--- config.mk ---
export PLATFORM = sky130hd
export DESIGN_NAME = brick_field
export DESIGN_NICKNAME = d
export VERILOG_FILES = /design/src/rtl/brick_pkg.sv /design/src/rtl/rect_overlap.sv /design/src/rtl/brick_field.sv
export SDC_FILE = /design/constraint.sdc
export NUM_CORES = 1
export LEC_CHECK = 0
export CORE_MARGIN = 4
export CORE_UTILIZATION = 42
export CTS_BUF_LIST = sky130_fd_sc_hd__clkbuf_8
export CTS_CLUSTER_DIAMETER = 80
export DETAILED_ROUTE_END_ITERATION = 10
export PLACE_DENSITY_LB_ADDON = 0.3
export SLEW_MARGIN = 20
export SYNTH_ARGS = -nofsm -noshare
export SYNTH_HDL_FRONTEND = slang
export SYNTH_SLANG_ARGS = --single-unit
--- constraint.sdc ---
create_clock -name clk -period 6.15 [get_ports clk]
set_clock_uncertainty 0.1 [all_clocks]
set_input_delay 0.615 -clock clk [delete_from_list [all_inputs] [get_ports clk]]
set_output_delay 0.615 -clock clk [all_outputs]
set_load 0.005 [all_outputs]
--- src/rtl/brick_pkg.sv ---
// Shared geometry defaults, brick colours, FSM state type and brick placement
// helper for the brick row.
package brick_pkg;

  localparam int DEF_NUM_BLOCKS = 10;
  localparam int DEF_BLOCK_W    = 60;
  localparam int DEF_BLOCK_H    = 20;
  localparam int DEF_ROW_Y      = 40;
  localparam int DEF_X0         = 2;
  localparam int DEF_PITCH      = 64;

  localparam logic [23:0] COLOR_EVEN  = 24'hff4000;
  localparam logic [23:0] COLOR_ODD   = 24'h00a0ff;
  localparam logic [23:0] COLOR_BLACK = 24'h000000;

  typedef enum logic {
    PLAY  = 1'b0,
    CLEAR = 1'b1
  } state_t;

  // Left edge of brick idx.
  function automatic logic [9:0] brick_x(input int idx, input int x0, input int pitch);
    return 10'(x0 + idx * pitch);
  endfunction

endpackage

--- src/rtl/rect_overlap.sv ---
// Combinational axis-aligned rectangle overlap test; sums widened to 11 bits
// so a rectangle near the right/bottom edge cannot wrap.
module rect_overlap (
  input  logic [9:0] ax,
  input  logic [9:0] ay,
  input  logic [9:0] aw,
  input  logic [9:0] ah,
  input  logic [9:0] bx,
  input  logic [9:0] by,
  input  logic [9:0] bw,
  input  logic [9:0] bh,
  output logic       hit
);

  logic [10:0] a_right, a_bottom, b_right, b_bottom;

  assign a_right  = {1'b0, ax} + {1'b0, aw};
  assign a_bottom = {1'b0, ay} + {1'b0, ah};
  assign b_right  = {1'b0, bx} + {1'b0, bw};
  assign b_bottom = {1'b0, by} + {1'b0, bh};

  assign hit = ({1'b0, ax} < b_right) && ({1'b0, bx} < a_right) &&
               ({1'b0, ay} < b_bottom) && ({1'b0, by} < a_bottom);

endmodule

--- src/rtl/brick_field.sv ---
// Row of breakable bricks: ball collision pulses, brick removal, score,
// cleared-field flag and the brick layer of the VGA pixel stream.
module brick_field import brick_pkg::*; #(
  parameter int NUM_BLOCKS = DEF_NUM_BLOCKS,
  parameter int BLOCK_W    = DEF_BLOCK_W,
  parameter int BLOCK_H    = DEF_BLOCK_H,
  parameter int ROW_Y      = DEF_ROW_Y,
  parameter int X0         = DEF_X0,
  parameter int PITCH      = DEF_PITCH
) (
  input  logic                  clk,
  input  logic                  rst,
  input  logic [9:0]            x,
  input  logic [9:0]            y,
  input  logic                  active_pixels,
  input  logic [9:0]            ball_x,
  input  logic [9:0]            ball_y,
  input  logic [9:0]            ball_width,
  input  logic [9:0]            ball_height,
  input  logic                  restart,
  output logic [NUM_BLOCKS-1:0] collide_block,
  output logic [9:0]            block_x,
  output logic [9:0]            block_y,
  output logic [9:0]            block_width,
  output logic [9:0]            block_height,
  output logic [23:0]           vga_color,
  output logic [7:0]            score,
  output logic [3:0]            blocks_left,
  output logic                  field_clear,
  output state_t                state_dbg
);

  state_t                state, state_next;
  logic [NUM_BLOCKS-1:0] alive, overlap, hits, alive_next;
  logic [3:0]            hit_cnt, alive_cnt;
  logic [9:0]            hit_x;
  logic [8:0]            score_sum;

  assign block_width  = 10'(BLOCK_W);
  assign block_height = 10'(BLOCK_H);
  assign state_dbg    = state;

  for (genvar i = 0; i < NUM_BLOCKS; i++) begin : g_ov
    rect_overlap u_ov (
      .ax  (ball_x),
      .ay  (ball_y),
      .aw  (ball_width),
      .ah  (ball_height),
      .bx  (brick_x(i, X0, PITCH)),
      .by  (10'(ROW_Y)),
      .bw  (10'(BLOCK_W)),
      .bh  (10'(BLOCK_H)),
      .hit (overlap[i])
    );
  end

  // restart masks hits entirely; walking down the index leaves the lowest hit in hit_x.
  always_comb begin
    hits = '0;
    if (state == PLAY && !restart) hits = overlap & alive;
    alive_next = restart ? '1 : (alive & ~hits);
    hit_cnt    = '0;
    alive_cnt  = '0;
    hit_x      = '0;
    for (int i = NUM_BLOCKS - 1; i >= 0; i--) begin
      hit_cnt   = hit_cnt + 4'(hits[i]);
      alive_cnt = alive_cnt + 4'(alive_next[i]);
      if (hits[i]) hit_x = brick_x(i, X0, PITCH);
    end
    score_sum  = {1'b0, score} + {5'b0, hit_cnt};
    state_next = state;
    if (restart)                 state_next = PLAY;
    else if (alive_next == '0)   state_next = CLEAR;
  end

  always_ff @(posedge clk) begin
    if (rst) begin
      state         <= PLAY;
      alive         <= '1;
      collide_block <= '0;
      block_x       <= '0;
      block_y       <= '0;
      score         <= '0;
      blocks_left   <= 4'(NUM_BLOCKS);
      field_clear   <= 1'b0;
    end else begin
      state         <= state_next;
      alive         <= alive_next;
      collide_block <= hits;
      if (|hits) begin
        block_x <= hit_x;
        block_y <= 10'(ROW_Y);
      end
      score         <= score_sum[8] ? 8'hff : score_sum[7:0];
      blocks_left   <= alive_cnt;
      field_clear   <= (state_next == CLEAR);
    end
  end

  always_comb begin
    vga_color = COLOR_BLACK;
    if (active_pixels) begin
      for (int i = 0; i < NUM_BLOCKS; i++) begin
        if (alive[i] &&
            ({1'b0, x} >= {1'b0, brick_x(i, X0, PITCH)}) &&
            ({1'b0, x} <  {1'b0, brick_x(i, X0, PITCH)} + 11'(BLOCK_W)) &&
            ({1'b0, y} >= 11'(ROW_Y)) &&
            ({1'b0, y} <  11'(ROW_Y + BLOCK_H)))
          vga_color = ((i % 2) == 0) ? COLOR_EVEN : COLOR_ODD;
      end
    end
  end

endmodule

# ---- Word level (Yosys, flattened, before mapping)
# Index checks and enable logic that the tools add are counted.
dict set report classes {
  n_addsub 21
  magnitude_cmp 44
  n_mux 24
  n_bitwise 4
  n_reduce_logical 75
}
# op count
set op_table {}
lappend op_table {{$mux W24} 11}
lappend op_table {{$mux W10} 12}
lappend op_table {{$lt A10 B9 Y1 const B} 8}
lappend op_table {{$logic_and A1 B1 Y1} 71}
lappend op_table {{$add A4 B1 Y4} 12}
lappend op_table {{$lt A9 B11 Y1 const A} 4}
lappend op_table {{$ge A10 B9 Y1 const B} 4}
lappend op_table {{$lt A10 B10 Y1 const B} 4}
lappend op_table {{$lt A10 B6 Y1 const B} 4}
lappend op_table {{$lt A10 B8 Y1 const B} 4}
lappend op_table {{$add A10 B10 Y11} 2}
lappend op_table {{$lt A10 B11 Y1 const A} 2}
lappend op_table {{$lt A8 B11 Y1 const A} 2}
lappend op_table {{$and A10 B10 Y10} 2}
lappend op_table {{$ge A10 B10 Y1 const B} 2}
lappend op_table {{$ge A10 B8 Y1 const B} 2}
lappend op_table {{$lt A10 B7 Y1 const B} 2}
lappend op_table {{$lt A2 B11 Y1 const A} 1}
lappend op_table {{$lt A6 B11 Y1 const A} 1}
lappend op_table {{$lt A7 B11 Y1 const A} 1}
lappend op_table {{$ge A10 B2 Y1 const B} 1}
lappend op_table {{$ge A10 B6 Y1 const B} 1}
lappend op_table {{$ge A10 B7 Y1 const B} 1}
lappend op_table {{$logic_not A10 Y1} 1}
lappend op_table {{10 further kinds} 13}
dict set report totals {
  regBits 44
  inputBits 64
  out_inout_bits 88
  wordCells 175
}

# ---- Longest topological paths before layout
# Gate-level depths: netlist (run 1).
dict set report logic_depth {
  word_depth 19
  ltp_mapped 26
  depth_no_buf 25
}

# ---- Modules after synthesis
# Synthesis (run 1) repeated with hierarchy kept, for this count alone.
dict set report hier_totals {
  hier_cells 3158
  hier_area_um2 25662.1
}
# mod instances cells_per_inst area_each_um2 seq_area_each_um2
set modules_own_cells {}
lappend modules_own_cells {{rect_overlap (g_ov[0].u_ov ...)} 4 282 2274.7 0.0}
lappend modules_own_cells {{rect_overlap (g_ov[3].u_ov ...)} 3 296 2358.5 0.0}
lappend modules_own_cells {brick_field 1 310 2661.3 780.7}
lappend modules_own_cells {{rect_overlap (g_ov[6].u_ov)} 1 276 2294.7 0.0}
lappend modules_own_cells {{rect_overlap (g_ov[9].u_ov)} 1 274 2273.4 0.0}
lappend modules_own_cells {{rect_overlap (g_ov[2].u_ov)} 1 282 2258.4 0.0}

# ---- Least setup slack after synthesis (run 1)
# OpenSTA, ideal clock, no wires.
dict set report synth_path {
  path_type {in2reg}
  start {in ball_y[0]}
  end {reg score[6]}
  setup_time_ns 0.078
  t_arrival_ns 5.677
  required_time_ns 5.972
  path_slack_ns 0.295
  stages 24
  cell_sequence {ha_1 > inv_1 > fa_1 > nand3b_1 > a21oi_1 > a2111oi_0 > nor2_1 > o211ai_2 > nor2_2 > or4b_1 > inv_1 > fa_1 > inv_1 > fa_1 > fa_1 > fa_1 > inv_1 > fa_1 > nand2_1 > nand2_1 > a21oi_1 > nor2b_1 > and4b_1 > nor3_1}
}
# element line_no
set synth_lines {}
lappend synth_lines {{start, declared} brick_field.sv:17} ;# input logic [9:0] ball_y,
lappend synth_lines {{$add A10 B10 Y11 or $lt A10 B6 Y1 (tied branches)} {rect_overlap.sv:18, rect_overlap.sv:23}}
lappend synth_lines {{$lt A6 B11 Y1 or $logic_and A1 B1 Y1 (tied branches)} {rect_overlap.sv:23, rect_overlap.sv:22}}
lappend synth_lines {{$logic_and A1 B1 Y1 *} rect_overlap.sv:23} ;# ({1'b0, ay} < b_bottom) && ({1'b0, by} < a_bottom);
lappend synth_lines {{$and A10 B10 Y10 *} brick_field.sv:60} ;# if (state == PLAY && !restart) hits = overlap & alive;
lappend synth_lines {{$mux W10 *} brick_field.sv:60}
lappend synth_lines {{named net hits[0]} brick_field.sv:34} ;# logic [NUM_BLOCKS-1:0] alive, overlap, hits, alive_next;
lappend synth_lines {{$add A4 B1 Y4 *} brick_field.sv:66} ;# hit_cnt = hit_cnt + 4'(hits[i]);
lappend synth_lines {{$add A8 B4 Y9 *} brick_field.sv:70} ;# score_sum = {1'b0, score} + {5'b0, hit_cnt};
lappend synth_lines {{$mux W8 *} brick_field.sv:94} ;# score <= score_sum[8] ? 8'hff : score_sum[7:0];
lappend synth_lines {{end signal, assigned} brick_field.sv:94}
lappend synth_lines {{end, declared} brick_field.sv:27} ;# output logic [7:0] score,
# The timed path passes the listed nets; every way through them passes the cells marked *.
# A chain may end at the register's enable or synchronous reset.

# ---- Worst setup path in the final report (run 1)
dict set report layout_path {
  start {in ball_width[0]}
  end {reg score[3]}
}
# element line_no
set layout_lines {}
lappend layout_lines {{start, declared} brick_field.sv:18} ;# input logic [9:0] ball_width,
lappend layout_lines {{$add A10 B10 Y11} rect_overlap.sv:17} ;# assign a_right = {1'b0, ax} + {1'b0, aw};
lappend layout_lines {{$lt A9 B11 Y1} rect_overlap.sv:22} ;# assign hit = ({1'b0, ax} < b_right) && ({1'b0, bx} < a_right) &&
lappend layout_lines {{$logic_and A1 B1 Y1 (2 in series)} rect_overlap.sv:22}
lappend layout_lines {{$logic_and A1 B1 Y1} rect_overlap.sv:23}
lappend layout_lines {{$and A10 B10 Y10} brick_field.sv:60}
lappend layout_lines {{$mux W10} brick_field.sv:60}
lappend layout_lines {{named net hits[4]} brick_field.sv:34}
lappend layout_lines {{$add A4 B1 Y4 (5 in series)} brick_field.sv:66}
lappend layout_lines {{$add A8 B4 Y9} brick_field.sv:70}
lappend layout_lines {{$mux W8} brick_field.sv:94}
# The timed path passes the listed nets, and every way through them passes these cells.

==> impl_metrics.py, run 1 <==
metrics = {
    "place": {
        "io_buffers": 110,
        "dp_cells": 780,
        "gp_congestion": 0.9113,
        "hpwlAfterDp_um": 9196,
        "placed_cell_area_um2": 5469,
        "place_ws_ps": -441.5,
    },
    "job": {
        "drv_cap": 0,
    },
    "critical_path": {
        "max_stage_delay_ps": 520,
        "crit_fanout": 6,
        "r2r-start": "state_dbg",
        "end_kind": "register",
        "r2r_setup_slack_ps": 1160,
        "start_kind": "primary input",
        "cp-startpoint": "ball_width[0]",
        "critPathKind": "primary input to register",
        "crit_required_ps": 6270,
        "crit_arrival_ps": 6080,
        "crit_path_top_delay_cell": "fa_1",
    },
    "floorplanning": {
        "die_h_um": 106.3,
        "core_um2": 9328,
        "dieArea_um2": 11300,
        "floorplan.initialDensity_pct": 43.51,
        "io_pins": 152,
        "core.rowCount": 35,
        "die_x_um": 106.3,
    },
    "global_route": {
        "grt.met2_usage_pct": 35.11,
        "use_met3_pct": 3.582,
        "grt_overflow_total": 0,
        "grt_max_degree": 33,
        "grt_antenna_before_repair": 0,
        "top_usage_layer": "met2",
        "gr-usage-all-layers_pct": 19.64,
        "grt_pass1_vias": 4030,
        "grt_pass1_wl_um": 18540,
        "grtUsageMet1_pct": 24.53,
    },
    "sta": {
        "hold_violations": 0,
        "period_needed_ps": 5958,
        "fin_ws_ps": 191.8,
        "fmax_ghz": 0.1678,
        "period_share_pct": 96.88,
        "setup_violations": 0,
        "tightestPinTransition_ps": 637.1,
        "maxSlewHeadroom_pct": 57.53,
        "slew_violations": 0,
        "fin_setup_tns_ps": 0,
    },
    "clocking": {
        "clk_path_buf_depth": 2,
        "cts_tree": "yes",
        "h-tree-depth": 2,
        "cts_hold_buf": 0,
        "cts.clk_slew.worst_paths_ps": 70,
        "cts.sinks": 39,
        "clk_latency_ps": 290,
        "numCtsBuffers": 5,
        "root_buffer": "clkbuf_8",
    },
    "routing": {
        "drt_iter0_drc": 230,
        "dr.pass1.iters": 4,
        "wl_um": 11640,
        "wire_per_inst_um": 14.57,
        "postRouteAntennaNets": 0,
        "vias_per_cell": 5.234,
        "dr_total_vias": 4182,
        "drc": 0,
    },
    "logic_synthesis": {
        "synth_area_um2": 4059,
        "syn_avg_cell_area_um2": 7.990,
        "synth-edff-count": 0,
        "synthCells": 508,
        "yosysSeqAreaShare_pct": 19.24,
        "synth_ff_type": "dfxtp_1",
        "synth-async-reset-ratio_pct": 0,
        "yosysTopAreaCell": "dfxtp_1",
        "synth_seq_cells": 39,
        "yosysTopAreaCellShare_pct": 19.24,
        "synth_cell_types": 75,
        "yosysWarningCount": 0,
        "ys_top_cells_by_area": "dfxtp_1 (19%), buf_4 (11%), ha_1 (8.6%)",
    },
    "finish": {
        "antenna_cells": 0,
        "fillers": 798,
        "stdcell_area_um2": 5977,
        "final_cell_count_no_fill": 799,
        "drive_gt1_share_pct": 23.73,
        "area_growth_pct": 47.26,
        "nets": 776,
    },
    "run_status": {
        "outcome": "finished clean",
    },
    "power": {
        "cellPowerDensity_nw_per_um2": 130.9,
        "power_uw": 782.5,
        "leakagePower_uw": 0.002579,
        "peakVddDrop_mv": 0.08700,
    },
    "hold_path": {
        "hold_start": "block_x[1]",
        "hold_class": "register to register",
    },
}
==> final timing paths <==
check	end	cells past startpoint
min reg2reg	block_x[1]	2
max reg2reg	score[3]	22
min	block_x[1]	2
max	score[3]	26
==> Yosys cell counts (6+ instances only) <==
library cell and number:
or3_1 7, a21oi_1 42, inv_1 40, o21ai_0 22, nand2_1 33, nor2b_1 10
buf_2 6, nor3_1 10, nor4_1 6, buf_4 58, nor2_1 36, ha_1 28
nand3_1 15, dfxtp_1 39, fa_1 15, nand2b_1 14
==> cell usage in the layout, fill, tap and decap left out, types with 6 or more instances in the layout <==
cell type        synthesis  final
nor2b_1                 10      9
nand2_1                 33     33
ha_1                    28     20
nor3_1                  10      9
buf_4                   58     73
a21oi_2                  4     10
a21oi_1                 42     34
nand2b_1                14     13
or3_1                    7      6
inv_2                    0      6
nor2_1                  36     35
dlymetal6s2s_1           0     10
inv_1                   40     34
ha_4                     0      6
conb_1                   2     38
dfxtp_1                 39     39
o21ai_0                 22     20
clkbuf_8                 0      7
fa_1                    15     11
nand3_1                 15     15
clkdlybuf4s50_1          0    100
==> power by group <==
| group | switching (uW) | leakage (uW) | internal, uW |
|---|---|---|---|
| registers | 2.32 | 0.000315 | 256 |
| clock network | 89.3 | 0.0000505 | 102 |
| logic | 161 | 0.00221 | 172 |
==> state kept, by name, summed over array words and instances, names as in the netlist <==
| name | flops |
|---|---|
| block_y | 1 |
| blocks_left | 4 |
| score | 8 |
| alive | 10 |
| state_dbg | 1 |
| collide_block | 10 |
| block_x | 5 |
==> cells by family (layout without fill, tap and decap cells) <==
family,after synthesis,after routing,synth area share [%]
simple gates,172,172,23.15
compound gates,127,127,21.64
buf+inv,110,236,15.75
fa+ha+maj,43,43,16.03
flops,39,39,19.24
xor+xnor,8,8,1.726
mux,7,7,2.281
other cells,2,38,0.1850
==> final cells by class <==
| type | instances | area, um^2 | area share (%) |
|---|---|---|---|
| clock buffers | 7 | 96.34 | 1.612 |
| clock inverters | 1 | 7.507 | 0.1256 |
| inverters | 41 | 155.1 | 2.596 |
| multi-input cells | 395 | 3057 | 51.14 |
| flip-flops and latches | 39 | 780.7 | 13.06 |
| well taps | 129 | 161.4 | 2.700 |
| repair buffers | 187 | 1719 | 28.76 |
==> per-layer routing <==
metal	vias to the layer above	share of wire [%]
met3	21	7.1
met4	0	1.3
met2	162	50
met5	-	0
li1	2029	-
met1	1970	42
==> through the flow <==
step,utilization (%),hold slack (ps)
global placement,58.63,340.4
floorplan,-,342.1
detailed placement,58.63,353.3
finish,64.08,367.6
CTS,60.11,369.3
global route,64.08,378.5
==> critical path: cells and delay by family <==
kind	cells	cell delay (ps)
compound gates	6	1170
fa+ha+maj	7	2640
buf+inv	6	610
mux	1	230
simple gates	6	790
==> repair_timing <==
action | in CTS | in global routing
gates resized for setup | 6 | 71
pin swaps | 4 | 38
setup endpoints to repair | 8 | 10
buffers inserted | 1 | 10
Power figures use the tool's default switching activity.
==> run 2: changes to the inputs <==
Settings changed: CORE_UTILIZATION 42 to 41, CTS_BUF_LIST sky130_fd_sc_hd__clkbuf_8 to default, MAX_ROUTING_LAYER from default to met4, SLEW_MARGIN 20 to default.
==> impl_metrics.py, run 2 (synthesis gave the netlist of run 1 again) <==
metrics = {
    "power": {
        "peakVddDrop_mv": 0.1329,
        "cellPowerDensity_nw_per_um2": 135.5,
        "leakagePower_uw": 0.002514,
    },
    "floorplanning": {
        "die_x_um": 107.5,
        "io_pins": 152,
        "die_h_um": 107.5,
        "core.rowCount": 36,
        "core_um2": 9684,
        "floorplan.initialDensity_pct": 41.91,
        "dieArea_um2": 11560,
    },
    "run_status": {
        "outcome": "finished clean",
    },
    "finish": {
        "layout_common_cells": "clkdlybuf4s50_1 (106), buf_4 (75), dfxtp_1 (39)",
        "drive_gt1_share_pct": 21.94,
        "fillers": 849,
        "area_growth_pct": 44.17,
        "reg_top3": "alive (10), collide_block (10), score (8)",
        "final_common_cell": "clkdlybuf4s50_1",
        "final_cell_count_no_fill": 803,
        "nets": 776,
        "antenna_cells": 0,
    },
    "clocking": {
        "cts_tree": "yes",
        "numCtsBuffers": 5,
        "root_buffer": "clkbuf_8",
        "cts.clk_slew.worst_paths_ps": 80,
        "clk_path_buf_depth": 2,
        "clk_latency_ps": 290,
        "h-tree-depth": 2,
        "cts.sinks": 39,
    },
    "critical_path": {
        "crit_required_ps": 6230,
        "start_kind": "primary input",
        "crit_fanout": 6,
        "crit_arrival_ps": 6050,
        "end_kind": "register",
        "critPathKind": "primary input to register",
    },
    "global_route": {
        "grt_antenna_before_repair": 0,
        "grt.met2_usage_pct": 32.64,
        "use_met3_pct": 2.939,
        "grt_pass1_vias": 3868,
        "grt_max_degree": 33,
        "grtUsageMet1_pct": 23.19,
        "gr-usage-all-layers_pct": 18.75,
        "grt_overflow_total": 0,
        "top_usage_layer": "met2",
        "grt_pass1_wl_um": 17480,
    },
    "sta": {
        "tightestPinTransition_ps": 632.4,
        "period_needed_ps": 5969,
        "slew_violations": 0,
        "fmax_ghz": 0.1675,
        "setup_violations": 0,
        "hold_slack_ps": 354.1,
        "maxSlewHeadroom_pct": 57.49,
        "period_share_pct": 97.06,
        "hold_violations": 0,
    },
    "place": {
        "hpwlAfterDp_um": 9101,
        "io_buffers": 110,
        "dp_cells": 788,
        "gp_congestion": 0.9497,
    },
    "routing": {
        "drt_iter0_drc": 144,
        "postRouteAntennaNets": 0,
        "drc": 0,
        "vias_per_cell": 5.051,
        "wire_per_inst_um": 14.04,
        "wl_um": 11280,
        "dr.pass1.iters": 4,
        "dr_total_vias": 4056,
    },
    "job": {
        "drv_cap": 0,
    },
    "hold_path": {
        "hold_class": "register to register",
    },
}
==> run 2: cell count changes in the layout (fill, tap and decap cells not counted), moves of 3 or more <==
cell / change
clkdlybuf4s50_1: +6
a21oi_1: +3
dlymetal6s2s_1: -6
ha_4: -5
ha_1: +3
a21oi_2: -3
==> run 2: final cells by class <==
class	count	area, um^2	area share [%]
clock buffer	5	68.82	1.176
clock inverter	3	46.29	0.7911
inverter	41	155.1	2.651
multi-input combinational	395	2938	50.20
sequential	39	780.7	13.34
tap	133	166.4	2.844
timing repair buffer	187	1697	28.99
==> run 2: metal layers <==
layer  up-vias  part of all wire, %
met1      1896                   43
met2       120                   50
met4         0                 0.72
li1       2030                    -
met5         -                    0
met3        10                  6.3
==> run 2: worst paths after layout <==
kind                      start  slack (ps)    endpoint  depth (start not counted)
setup / recovery  ball_width[2]         180    score[6]                         26
setup reg to reg      state_dbg        1180    score[6]                         22
hold reg to reg      block_x[1]         350  block_x[1]                          2
hold / removal       block_x[1]         350  block_x[1]                          2
==> run 2: metrics by stage <==
step	setup WS [ps]	total power [uW]	util [%]	TNS, ps	area, um^2
after floorplan	295.0	440.8	-	0	4194
after global placement	-250.6	545.6	56.83	-1780	5504
after detailed placement	-358.5	552.1	56.83	-2872	5504
after CTS	12.55	773.2	58.28	0	5644
after global routing	-36.75	839.8	60.43	-163.1	5852
final	180.9	792.7	60.43	0	5852
==> run 2: report_power, final <==
group | leakage [uW] | internal [uW] | switching [uW]
Sequential | 0.000315 | 256 | 2.26
Clock | 0.0000548 | 122 | 95.8
Combinational | 0.00214 | 164 | 153
Total | 0.00251 | 542 | 251
==> run 2: worst max-delay path, cell delays in order <==
cell and delay (ps):
clkdlybuf4s50_1 450, ha_4 310, a211oi_2 60, buf_4 150, o31ai_4 380, buf_4 180, a41oi_2 110, mux2_4 310
a21oi_4 170, o21ai_4 80, or3_4 400, clkinv_2 70, fa_1 390, inv_2 70, fa_1 440, fa_1 590
fa_2 200, inv_2 50, fa_2 350, nand2_1 70, nand2_1 60, a21oi_2 150, nor2b_2 70, buf_4 140
a21oi_2 130, nor3_1 50
==> run 2: what timing repair did <==
item | 4_1_cts | 5_1_grt
pin swaps | 5 | 23
gates resized for setup | 3 | 47
gates cloned | 0 | 0
hold buffers | 0 | 0
setup buffers | 1 | 6
endpoints found under the setup margin | 8 | 10
